--- src/rtl/logo_command_assembler.sv ---
// logo_command_assembler: gathers PS/2 scan bytes into 32-bit command words behind a 2-deep FIFO
module logo_command_assembler #(
  parameter int unsigned TIMEOUT_CYCLES = 50_000_000,
  parameter logic [7:0]  BREAK_CODE     = 8'hF0
) (
  input  logic        clock,
  input  logic        reset,
  input  logic        key_pressed,
  input  logic [7:0]  key_data,
  input  logic        cmd_ready,
  output logic        cmd_valid,
  output logic [31:0] cmd_data,
  output logic [1:0]  byte_index,
  output logic        overflow,
  output logic        timeout_pulse
);
  typedef enum logic [1:0] {IDLE, COLLECT, BRK} state_t;
  localparam logic [31:0] TMAX = 32'(TIMEOUT_CYCLES - 1);
  state_t      state_q, state_d;
  logic        prev_q, prev_d;
  logic [1:0]  idx_q, idx_d;
  logic [23:0] word_q, word_d;
  logic [31:0] cnt_q, cnt_d;
  logic [31:0] e0_q, e0_d, e1_q, e1_d;
  logic [1:0]  fill_q, fill_d, fill_pop;
  logic        ovf_q, ovf_d;
  logic        accept, push, pop, push_ok;
  logic [31:0] push_word;
  assign accept     = key_pressed & ~prev_q;
  assign push_word  = {word_q, key_data};
  assign cmd_valid  = fill_q != 2'd0;
  assign cmd_data   = cmd_valid ? e0_q : '0;
  assign byte_index = idx_q;
  assign overflow   = ovf_q;
  // byte collection, release filtering and idle timeout
  always_comb begin
    prev_d        = key_pressed;
    state_d       = state_q;
    idx_d         = idx_q;
    word_d        = word_q;
    cnt_d         = (state_q == IDLE) ? '0 : cnt_q + 32'd1;
    push          = 1'b0;
    timeout_pulse = 1'b0;
    if (accept) begin
      cnt_d = '0;
      if (state_q == BRK) state_d = (idx_q == 2'd0) ? IDLE : COLLECT;
      else if (key_data == BREAK_CODE) state_d = BRK;
      else if (idx_q == 2'd3) begin
        push    = 1'b1;
        idx_d   = 2'd0;
        state_d = IDLE;
      end else begin
        word_d  = idx_q == 2'd0 ? {key_data, word_q[15:0]} :
                  idx_q == 2'd1 ? {word_q[23:16], key_data, word_q[7:0]} :
                                  {word_q[23:8], key_data};
        idx_d   = idx_q + 2'd1;
        state_d = COLLECT;
      end
    end else if (state_q != IDLE && cnt_q == TMAX) begin
      timeout_pulse = 1'b1;
      idx_d         = 2'd0;
      cnt_d         = '0;
      state_d       = IDLE;
    end
  end
  // two-entry command buffer; a pop frees room for a same-cycle push
  always_comb begin
    pop      = cmd_valid & cmd_ready;
    push_ok  = push & (fill_q != 2'd2 | pop);
    fill_pop = fill_q - {1'b0, pop};
    e0_d     = (push_ok && fill_pop == 2'd0) ? push_word : pop ? e1_q : e0_q;
    e1_d     = (push_ok && fill_pop != 2'd0) ? push_word : e1_q;
    fill_d   = fill_pop + {1'b0, push_ok};
    ovf_d    = ovf_q | (push & ~push_ok);
  end
  // state registers
  always_ff @(posedge clock) begin
    if (reset) begin
      state_q <= IDLE;
      prev_q  <= 1'b1;
      idx_q   <= '0;
      word_q  <= '0;
      cnt_q   <= '0;
      e0_q    <= '0;
      e1_q    <= '0;
      fill_q  <= '0;
      ovf_q   <= 1'b0;
    end else begin
      state_q <= state_d;
      prev_q  <= prev_d;
      idx_q   <= idx_d;
      word_q  <= word_d;
      cnt_q   <= cnt_d;
      e0_q    <= e0_d;
      e1_q    <= e1_d;
      fill_q  <= fill_d;
      ovf_q   <= ovf_d;
    end
  end
endmodule
--- config.mk ---
export PLATFORM = sky130hd
export DESIGN_NAME = logo_command_assembler
export DESIGN_NICKNAME = d
export VERILOG_FILES = /design/src/rtl/logo_command_assembler.sv
export SDC_FILE = /design/constraint.sdc
export NUM_CORES = 1
export LEC_CHECK = 0
export CAP_MARGIN = 10
export CORE_MARGIN = 1.5
export CORE_UTILIZATION = 45
export DETAILED_ROUTE_END_ITERATION = 10
export PLACE_DENSITY = 0.69
export RECOVER_POWER = 25
export SETUP_SLACK_MARGIN = 0.2
export SLEW_MARGIN = 10
export SYNTH_ARGS = -nofsm -noshare
export SYNTH_HDL_FRONTEND = slang
export SYNTH_SLANG_ARGS = --single-unit
export TNS_END_PERCENT = 50
--- constraint.sdc ---
create_clock -name clock -period 3.6 [get_ports clock]
set_input_delay 0.36 -clock clock [delete_from_list [all_inputs] [get_ports clock]]
set_output_delay 0.36 -clock clock [all_outputs]
set_load 0.05 [all_outputs]
**Word level (Yosys, flattened, before mapping)**

Index checks and enable logic that the tools add are counted.

- Register bits: 128
- Input bits: 12
- Output and inout bits: 37
- Logic and storage cells: 73

- $add $sub $neg: 4
- Equal/unequal tests: 8
- Multiplexer cells: 21
- Bitwise operators: 13
- Reductions and logical operators: 16

Operators by type and width:

| kind | number |
|---|---|
| two-way mux 32 bit | 3 |
| adder 32 x 1 -> 32 bit (second input constant) | 1 |
| == test 32 x 26 -> 1 bit (second input constant) | 1 |
| two-way mux 24 bit | 1 |
| two-way mux 16 bit | 1 |
| two-way mux 2 bit | 8 |
| AND reduction 6 bit | 2 |
| nonzero test 2 bit | 5 |
| == test 8 bit (second input constant) | 1 |
| two-way mux 1 bit | 8 |
| inverter 1 bit | 7 |
| zero test 2 bit | 3 |
| != test 2 bit (second input constant) | 3 |
| AND reduction 5 bit | 1 |
| bitwise AND 1 bit | 4 |
| == test 2 bit (second input constant) | 2 |
| OR reduction 4 bit | 1 |
| logical AND 1 bit | 3 |
| AND reduction 3 bit | 1 |
| adder 2 x 1 -> 2 bit | 1 |
| adder 2 x 1 -> 2 bit (second input constant) | 1 |
| == test 2 x 1 -> 1 bit (second input constant) | 1 |
| bitwise OR 1 bit | 2 |
| subtractor 2 x 1 -> 2 bit | 1 |

**Depth between registers and ports, before layout**

Gate-level depths: netlist of run 1.

- Depth after elaboration: 9
- Mapped depth: 13
- Gate-level depth less buffers: 10

**Worst setup path before layout of run 1**

OpenSTA, ideal clock, no wires.

- Kind: reg-to-reg
- Start: register cnt_q[23]
- End: register idx_q[1] (netlist: byte_index[1])
- Setup time: 144 ps
- Data arrival time: 3102 ps
- Required time: 3456 ps
- Setup slack: 354 ps
- Cell stages (with the launch flop): 7
- Buffers on the path: 1
- Period minus slack after synthesis: 3246 ps
- Cell sequence: dfxtp_1 > clkbuf_1 > nand2_1 > or4b_2 > nor4_1 > nand3b_1 > a21oi_1

- Cells in the longest elaborated chain, start to end: 4

RTL lines:

| what | line | source |
|---|---|---|
| from (decl) | 23 | `logic [31:0] cnt_q, cnt_d;` |
| from (signal assigned) | 93 | `cnt_q <= cnt_d;` |
| == test 32 x 26 -> 1 bit | 59 | `end else if (state_q != IDLE && cnt_q == TMAX) begin` |
| logical AND 1 bit | 59 |  |
| nonzero test 2 bit (no line) | n/a |  |
| AND reduction 3 bit (no line) | n/a |  |
| to (signal assigned) | 91 | `idx_q <= idx_d;` |
| to (decl) | 21 | `logic [1:0] idx_q, idx_d;` |

Every way passes these cells.
A chain may end at the register's enable or synchronous reset.

**Worst setup path after layout of run 1**

- Start: register cnt_q[14]
- End: output port timeout_pulse

- Cells in the longest elaborated chain, start to end: 4

RTL lines:

| what | line | source |
|---|---|---|
| == test 32 x 26 -> 1 bit | 59 |  |
| logical AND 1 bit | 59 |  |
| two-way mux 1 bit | 59 |  |
| two-way mux 1 bit | 44 | `if (accept) begin` |
| to (decl) | 15 | `output logic timeout_pulse` |

Every way passes these cells.

==> results_dict.tcl, run 1 <==
set metrics [dict create \
    r2r_end "e0_q[6]$_SDFFE_PP0P_" \
    first_pass_iters 5 \
    ys_ff_latch 128 \
    synth_top_area_share 0.447 \
    finish.instance_area_sq_um 6860 \
    power_density_nw_per_um2 480 \
    placed_area_sq_um 6310 \
    cts_max_path_buffers 2 \
    grt_pass1_wl_um 20200 \
    path_buf_inv 1 \
    die_y_um 116 \
    cts_buffers 17 \
    clk_pin_slew_ns 0.05 \
    crit_required_ns 3.24 \
    synth_adder_area_share 0.0131 \
    hold_path_class "input pin to flop" \
    gp_congestion 0.825 \
    hold_path_end "word_q[2]$_SDFFE_PP0P_" \
    synthToLayoutAreaGrowth_pct 19.8 \
    grt_usage 0.195 \
    min_from "reset" \
    synth_top_family_by_area "simple AND/OR/NAND/NOR gates" \
    first_iter_violations 309 \
    power.total_mw 3.29 \
    cts_sinks 128 \
    finalSetupTns_ns 0 \
    rsz0062_at_grt "false" \
    finish.net_count 689 \
    crit_family "simple AND/OR/NAND/NOR gates" \
    vias 4457 \
    reg2reg_from "fill_q[0]$_SDFF_PP0_" \
    synth_cell_types 42 \
    initial_core_util 0.458 \
    num_antenna_cells 0 \
    muxShareOfSynthArea 0.0979 \
    regToRegSetupSlack_ns 1.11 \
    reg2reg_depth 12 \
    synth_area_per_cell_sq_um 9.09 \
    min_period_ns 3.11 \
    final_max_slew_viol_count 0 \
    yosysWarnings 0 \
    async_flop_share 0 \
    synth_most_common_cell "dfxtp_1" \
    core_sq_um 12500 \
    crit_path_max_fanout 6 \
    fmax_mhz 322 \
    ctsHoldBuffers 0 \
    dieArea_sq_um 13400 \
    synth_top_area_cell "dfxtp_1" \
    synth-compound-area-share 0.111 \
    synth_ff_type "dfxtp_1" \
    cts_root_buf "clkbuf_16" \
    yosys.area_share.simple 0.241 \
    antenna_found_initial 0 \
    grt_max_degree 65 \
    synth_common_cells "dfxtp_1, nor2_1, nand2_1" \
    nFillCells 1146 \
    htreeDepth 4 \
    final-seq-area_sq_um 2560 \
    drive_above_1_share 0.114 \
    cts_tree "done" \
    crit_arrival_ns 2.75 \
    worst_setup_path_start_kind "flop" \
    cap_viol_max_count 0 \
    syn_inst 630 \
    worst_slew_margin_rel 0.403 \
    worst_pin_slew_ns 0.894 \
    min_path_cells 2 \
    io_pins 49 \
    synth_xor_area_frac 0.0459 \
    syn_area_sq_um 5730 \
    synth_edf_count 0 \
    slowest_stage "or4b_2" \
    ir_drop_v 0.000327 \
    p_leak_nw 2.56 \
    post-dp-hpwl_um 8030 \
    postSynthNetCount 648 \
    yosysSeqAreaShare 0.447 \
    setup_violations 0 \
    finalHoldViolations 0 \
    drc_errors 0 \
    ant_nets 0 \
    port_buffers 48 \
    multiInputGateArea_sq_um 2910 \
    wl_per_cell_um 14.6 \
    totalWireLength_um 12400 \
    path_cells "nand4_1 -> or4b_2 -> nor4_1 -> dlygate4sd2_1" \
    skew_ns 0.00634 \
    outcome "completed" \
    final_util 0.548 \
    grt_pass1_vias 4136 \
    fp-row-count 41 \
    dieWidth_um 116 \
    worstSetupPathType "flop to output port" \
    critPathMaxStageDelay_ns 0.68 \
    crit_path_end_kind "output port" \
    grt-ovfl-total 0 \
    clock_latency_ns 0.42 \
    synth_area_leaders "dfxtp_1, mux2i_1, nor2_1" \
    fin_crit_sh 0.863 \
    via_per_inst 5.22 \
]
## repair_timing
item / 4_1_cts / 5_1_grt
gates resized for setup: 1 / 0
endpoints found under the setup margin: 1 / 0
endpoints found under the hold margin: 0 / 0
buffers inserted: 0 / 0
## worst max path at each step
| stage | endpoint | slack [ns] | depth (start not counted) | from |
|---|---|---|---|---|
| after detailed placement | timeout_pulse | 0.63 | 4 | cnt_q[14]$_SDFF_PP0_ |
| after global placement | timeout_pulse | 0.69 | 4 | cnt_q[14]$_SDFF_PP0_ |
| after global routing | timeout_pulse | 0.36 | 4 | cnt_q[14]$_SDFF_PP0_ |
| after floorplan | byte_index[1]$_SDFFE_PP0P_ | 0.35 | 6 | cnt_q[23]$_SDFF_PP0_ |
| after CTS | timeout_pulse | 0.50 | 4 | cnt_q[14]$_SDFF_PP0_ |
| final | timeout_pulse | 0.49 | 4 | cnt_q[14]$_SDFF_PP0_ |
## kinds of logic (layout without fill, tap and decap cells)
group / count (synthesis) / count (layout)
compound gates: 77 / 77
flops: 128 / 128
simple gates: 286 / 286
buf+inv: 47 / 99
mux: 56 / 56
xor+xnor: 30 / 30
fa+ha+maj: 6 / 6
## placed cells by master, fill, tap and decap left out, drive strengths merged, types with 2 or more instances in the layout
master         synthesis  layout
a211oi                32      32
a21oi                 37      37
and2                  38      38
and3                   3       3
and4                   3       3
buf                   16      12
clkbuf                22      27
clkdlybuf4s50          0      41
clkinvlp               0       2
dfxtp                128     128
dlygate4sd3            0       5
ha                     6       6
inv                    9       9
mux2i                 56      56
nand2                 85      85
nand2b                 2       2
nand3                 10      10
nand3b                 2       2
nand4                 12      12
nor2                  98      98
nor2b                  2       2
nor3                   6       6
nor4                  11      11
o21ai                  3       3
or2                    2       2
or3                    4       4
or4                    3       3
or4b                   2       2
xnor2                 13      13
xor2                  17      17
## flip-flops by register name, summed over array words and instances, names as in the netlist
register,flops
cnt_q,32
e0_q,32
prev_q,1
state_q,2
e1_q,32
byte_index,2
word_q,24
fill_q,2
overflow,1
## report_power, final
part | total [mW] | leakage, nW | internal [mW] | switching, mW
combinational | 0.225 | 1.25 | 0.0768 | 0.148
sequential | 1.44 | 1.03 | 1.43 | 0.00820
clock | 1.63 | 0.275 | 1.05 | 0.581
total | 3.29 | 2.56 | 2.56 | 0.738
## through the flow
stage / std cells / hold slack, ns / worst slack [ns]
4_1_cts: 854 / 0.399 / 0.498
6_report: 854 / 0.412 / 0.492
5_1_grt: 854 / 0.409 / 0.356
3_3_place_gp: 824 / 0.441 / 0.693
2_1_floorplan: 630 / 0.430 / 0.354
3_5_place_dp: 824 / 0.447 / 0.633
## per-layer routing
| layer | GRT usage | routed length [um] | share of wire | vias to the layer above |
|---|---|---|---|---|
| li1 | - | - | - | 2218 |
| met1 | 0.256 | 5600 | 0.45 | 2140 |
| met2 | 0.311 | 6030 | 0.48 | 87 |
| met3 | 0.0570 | 665 | 0.053 | 12 |
| met4 | 0.0561 | 150 | 0.012 | 0 |
| met5 | 0 | 0 | 0 | - |
## layout make-up
| type | count | share of cell area |
|---|---|---|
| Clock buffer | 26 | 0.0756 |
| Clock inverter | 4 | 0.00729 |
| Inverter | 9 | 0.00492 |
| Multi-Input combinational cell | 455 | 0.424 |
| Sequential cell | 128 | 0.373 |
| Tap cell | 172 | 0.0314 |
| Timing Repair Buffer | 60 | 0.0838 |
(Power assumes the default switching activity.)
==> run 2: changes to the inputs <==
--- a/config.mk
+++ b/config.mk
@@ -12,7 +12,7 @@
 export PLACE_DENSITY = 0.69
 export RECOVER_POWER = 25
 export SETUP_SLACK_MARGIN = 0.2
-export SLEW_MARGIN = 10
+export SLEW_MARGIN = 20
 export SYNTH_ARGS = -nofsm -noshare
 export SYNTH_HDL_FRONTEND = slang
 export SYNTH_SLANG_ARGS = --single-unit
==> results of run 2 <==
The final DEF is identical to that of run 1; final timing and power are the same.
==> run 3: changes to the inputs <==
--- a/config.mk
+++ b/config.mk
@@ -6,10 +6,12 @@
 export NUM_CORES = 1
 export LEC_CHECK = 0
 export CAP_MARGIN = 10
+export CELL_PAD_IN_SITES_DETAIL_PLACEMENT = 1
+export CELL_PAD_IN_SITES_GLOBAL_PLACEMENT = 2
 export CORE_MARGIN = 1.5
-export CORE_UTILIZATION = 45
+export CORE_UTILIZATION = 36
 export DETAILED_ROUTE_END_ITERATION = 10
-export PLACE_DENSITY = 0.69
+export PLACE_DENSITY = 0.83
 export RECOVER_POWER = 25
 export SETUP_SLACK_MARGIN = 0.2
 export SLEW_MARGIN = 20
==> run 3 against run 2 <==
Global-route usage decreased by 0.83 points. Total power increased by 3.1%. Core utilization decreased by 9.7 points. Design area increased by 1.1%. Critical endpoint unchanged. Largest cell class unchanged.
==> results_dict.tcl, run 3 (synthesis results as in run 1) <==
set metrics [dict create \
    outcome "completed" \
    cap_viol_max_count 0 \
    dpl.cell_count 864 \
    min_from "reset" \
    min_period_ns 3.19 \
    crit_family "simple AND/OR/NAND/NOR gates" \
    layout_common_cells "dfxtp_1, nor2_1, nand2_1" \
    clock_latency_ns 0.43 \
    num_antenna_cells 0 \
    multiInputGateArea_sq_um 2900 \
    dieArea_sq_um 16700 \
    drc_errors 0 \
    fmax_mhz 313 \
    cts_sinks 128 \
    path_cells "nand4_1 -> or4b_2 -> nor4_1 -> dlygate4sd2_1" \
    finish.net_count 690 \
    fin_crit_sh 0.887 \
    cts_max_path_buffers 2 \
    finalHoldViolations 0 \
    crit_path_start "cnt_q[14]$_SDFF_PP0_" \
    grt_pass1_vias 4638 \
    core_sq_um 15400 \
    ant_nets 0 \
    p_leak_nw 2.56 \
    antenna_found_initial 0 \
    cts_buffers 17 \
    worst_slew_margin_rel 0.0443 \
    grt-ovfl-total 0 \
    post-cts-setup-buffers 0 \
    top_regs "cnt_q (32), e0_q (32), e1_q (32)" \
    mostFrequentLayoutCell "dfxtp_1" \
    dieWidth_um 129 \
    drive_above_1_share 0.120 \
    ctsHoldBuffers 0 \
    final-seq-area_sq_um 2560 \
    crit_path_max_fanout 6 \
    crit_required_ns 3.24 \
    die_y_um 129 \
    ir_drop_v 0.000304 \
    skew_ns 0.00920 \
    grt_max_degree 65 \
    hold_path_class "input pin to flop" \
    finalSetupTns_ns 0 \
    power_density_nw_per_um2 489 \
    wl_per_cell_um 16.3 \
    worst_pin_slew_ns 1.43 \
    totalWireLength_um 14600 \
    first_iter_violations 218 \
    fin_cells 896 \
    via_per_inst 5.06 \
    cts_tree "done" \
    io_pins 49 \
    critPathMaxStageDelay_ns 0.68 \
    port_buffers 48 \
    gp_congestion 0.802 \
    vias 4530 \
    worst_setup_path_start_kind "flop" \
    reg2reg_from "cnt_q[0]$_SDFF_PP0_" \
    first_pass_iters 4 \
    worstSetupPathType "flop to output port" \
    crit_arrival_ns 2.83 \
    worst_hold_slack_ns 0.379 \
    path_buf_inv 1 \
    crit_path_end_kind "output port" \
    clk_pin_slew_ns 0.06 \
    post-dp-hpwl_um 9510 \
    nFillCells 1788 \
    grt_pass1_wl_um 23900 \
    setup_violations 0 \
    fp-row-count 45 \
    slowest_stage "or4b_2" \
    initial_core_util 0.373 \
    synthToLayoutAreaGrowth_pct 21.2 \
    cts_root_buf "clkbuf_16" \
    htreeDepth 4 \
    rsz0062_at_grt "false" \
    grt_usage 0.186 \
    final_max_slew_viol_count 0 \
]
run 3: changes by cell type in the layout (fill, tap and decap cells not counted), sizes merged:
cell,previous run,this run
bufinv,1,2
clkbuf,27,21
clkdlybuf4s50,41,42
clkinv,1,3
clkinvlp,2,4
dlygate4sd3,5,4
inv,9,13
run 3: final cells by class:
type / count / share of cell area
tap: 211 / 0.0380
sequential: 128 / 0.369
clock inverter: 13 / 0.0222
multi-input combinational: 455 / 0.418
inverter: 9 / 0.00487
timing repair buffer: 61 / 0.0836
clock buffer: 19 / 0.0638
run 3: metal layers:
layer,GRT usage,routed length [um],vias up,part of all wire
met4,0.0621,178,0,0.012
li1,-,-,2232,-
met1,0.229,6930,2230,0.48
met2,0.318,7090,52,0.49
met3,0.0475,378,16,0.026
met5,0,0,-,0
run 3: repair_timing:
action / in CTS / in global routing
hold endpoints to repair: 0 / 0
setup endpoints to repair: 1 / 0
resized for setup: 1 / 0
run 3: worst paths after layout:
check | depth (start not counted) | slack [ns] | end
min | 2 | 0.38 | word_q[8]$_SDFFE_PP0P_
min reg2reg | 2 | 0.45 | e1_q[7]$_SDFFE_PP0P_
max | 4 | 0.41 | timeout_pulse
max reg2reg | 7 | 0.93 | cnt_q[7]$_SDFF_PP0_
run 3: metrics by stage:
| step | instance area (sq um) | util | total power [mW] | setup slack, ns |
|---|---|---|---|---|
| after floorplan | 5730 | - | 1.62 | 0.354 |
| after global placement | 6370 | 0.414 | 1.70 | 0.607 |
| after detailed placement | 6370 | 0.414 | 1.70 | 0.496 |
| after CTS | 6970 | 0.453 | 3.44 | 0.364 |
| after global routing | 6940 | 0.452 | 3.51 | 0.257 |
| final | 6940 | 0.452 | 3.40 | 0.407 |
run 3: where the power goes:
group / internal, mW / switching, mW / total [mW] / leakage [nW]
clock network: 1.05 / 0.677 / 1.73 / 0.279
registers: 1.43 / 0.00845 / 1.44 / 1.03
logic: 0.0775 / 0.155 / 0.233 / 1.25
total: 2.55 / 0.841 / 3.40 / 2.56
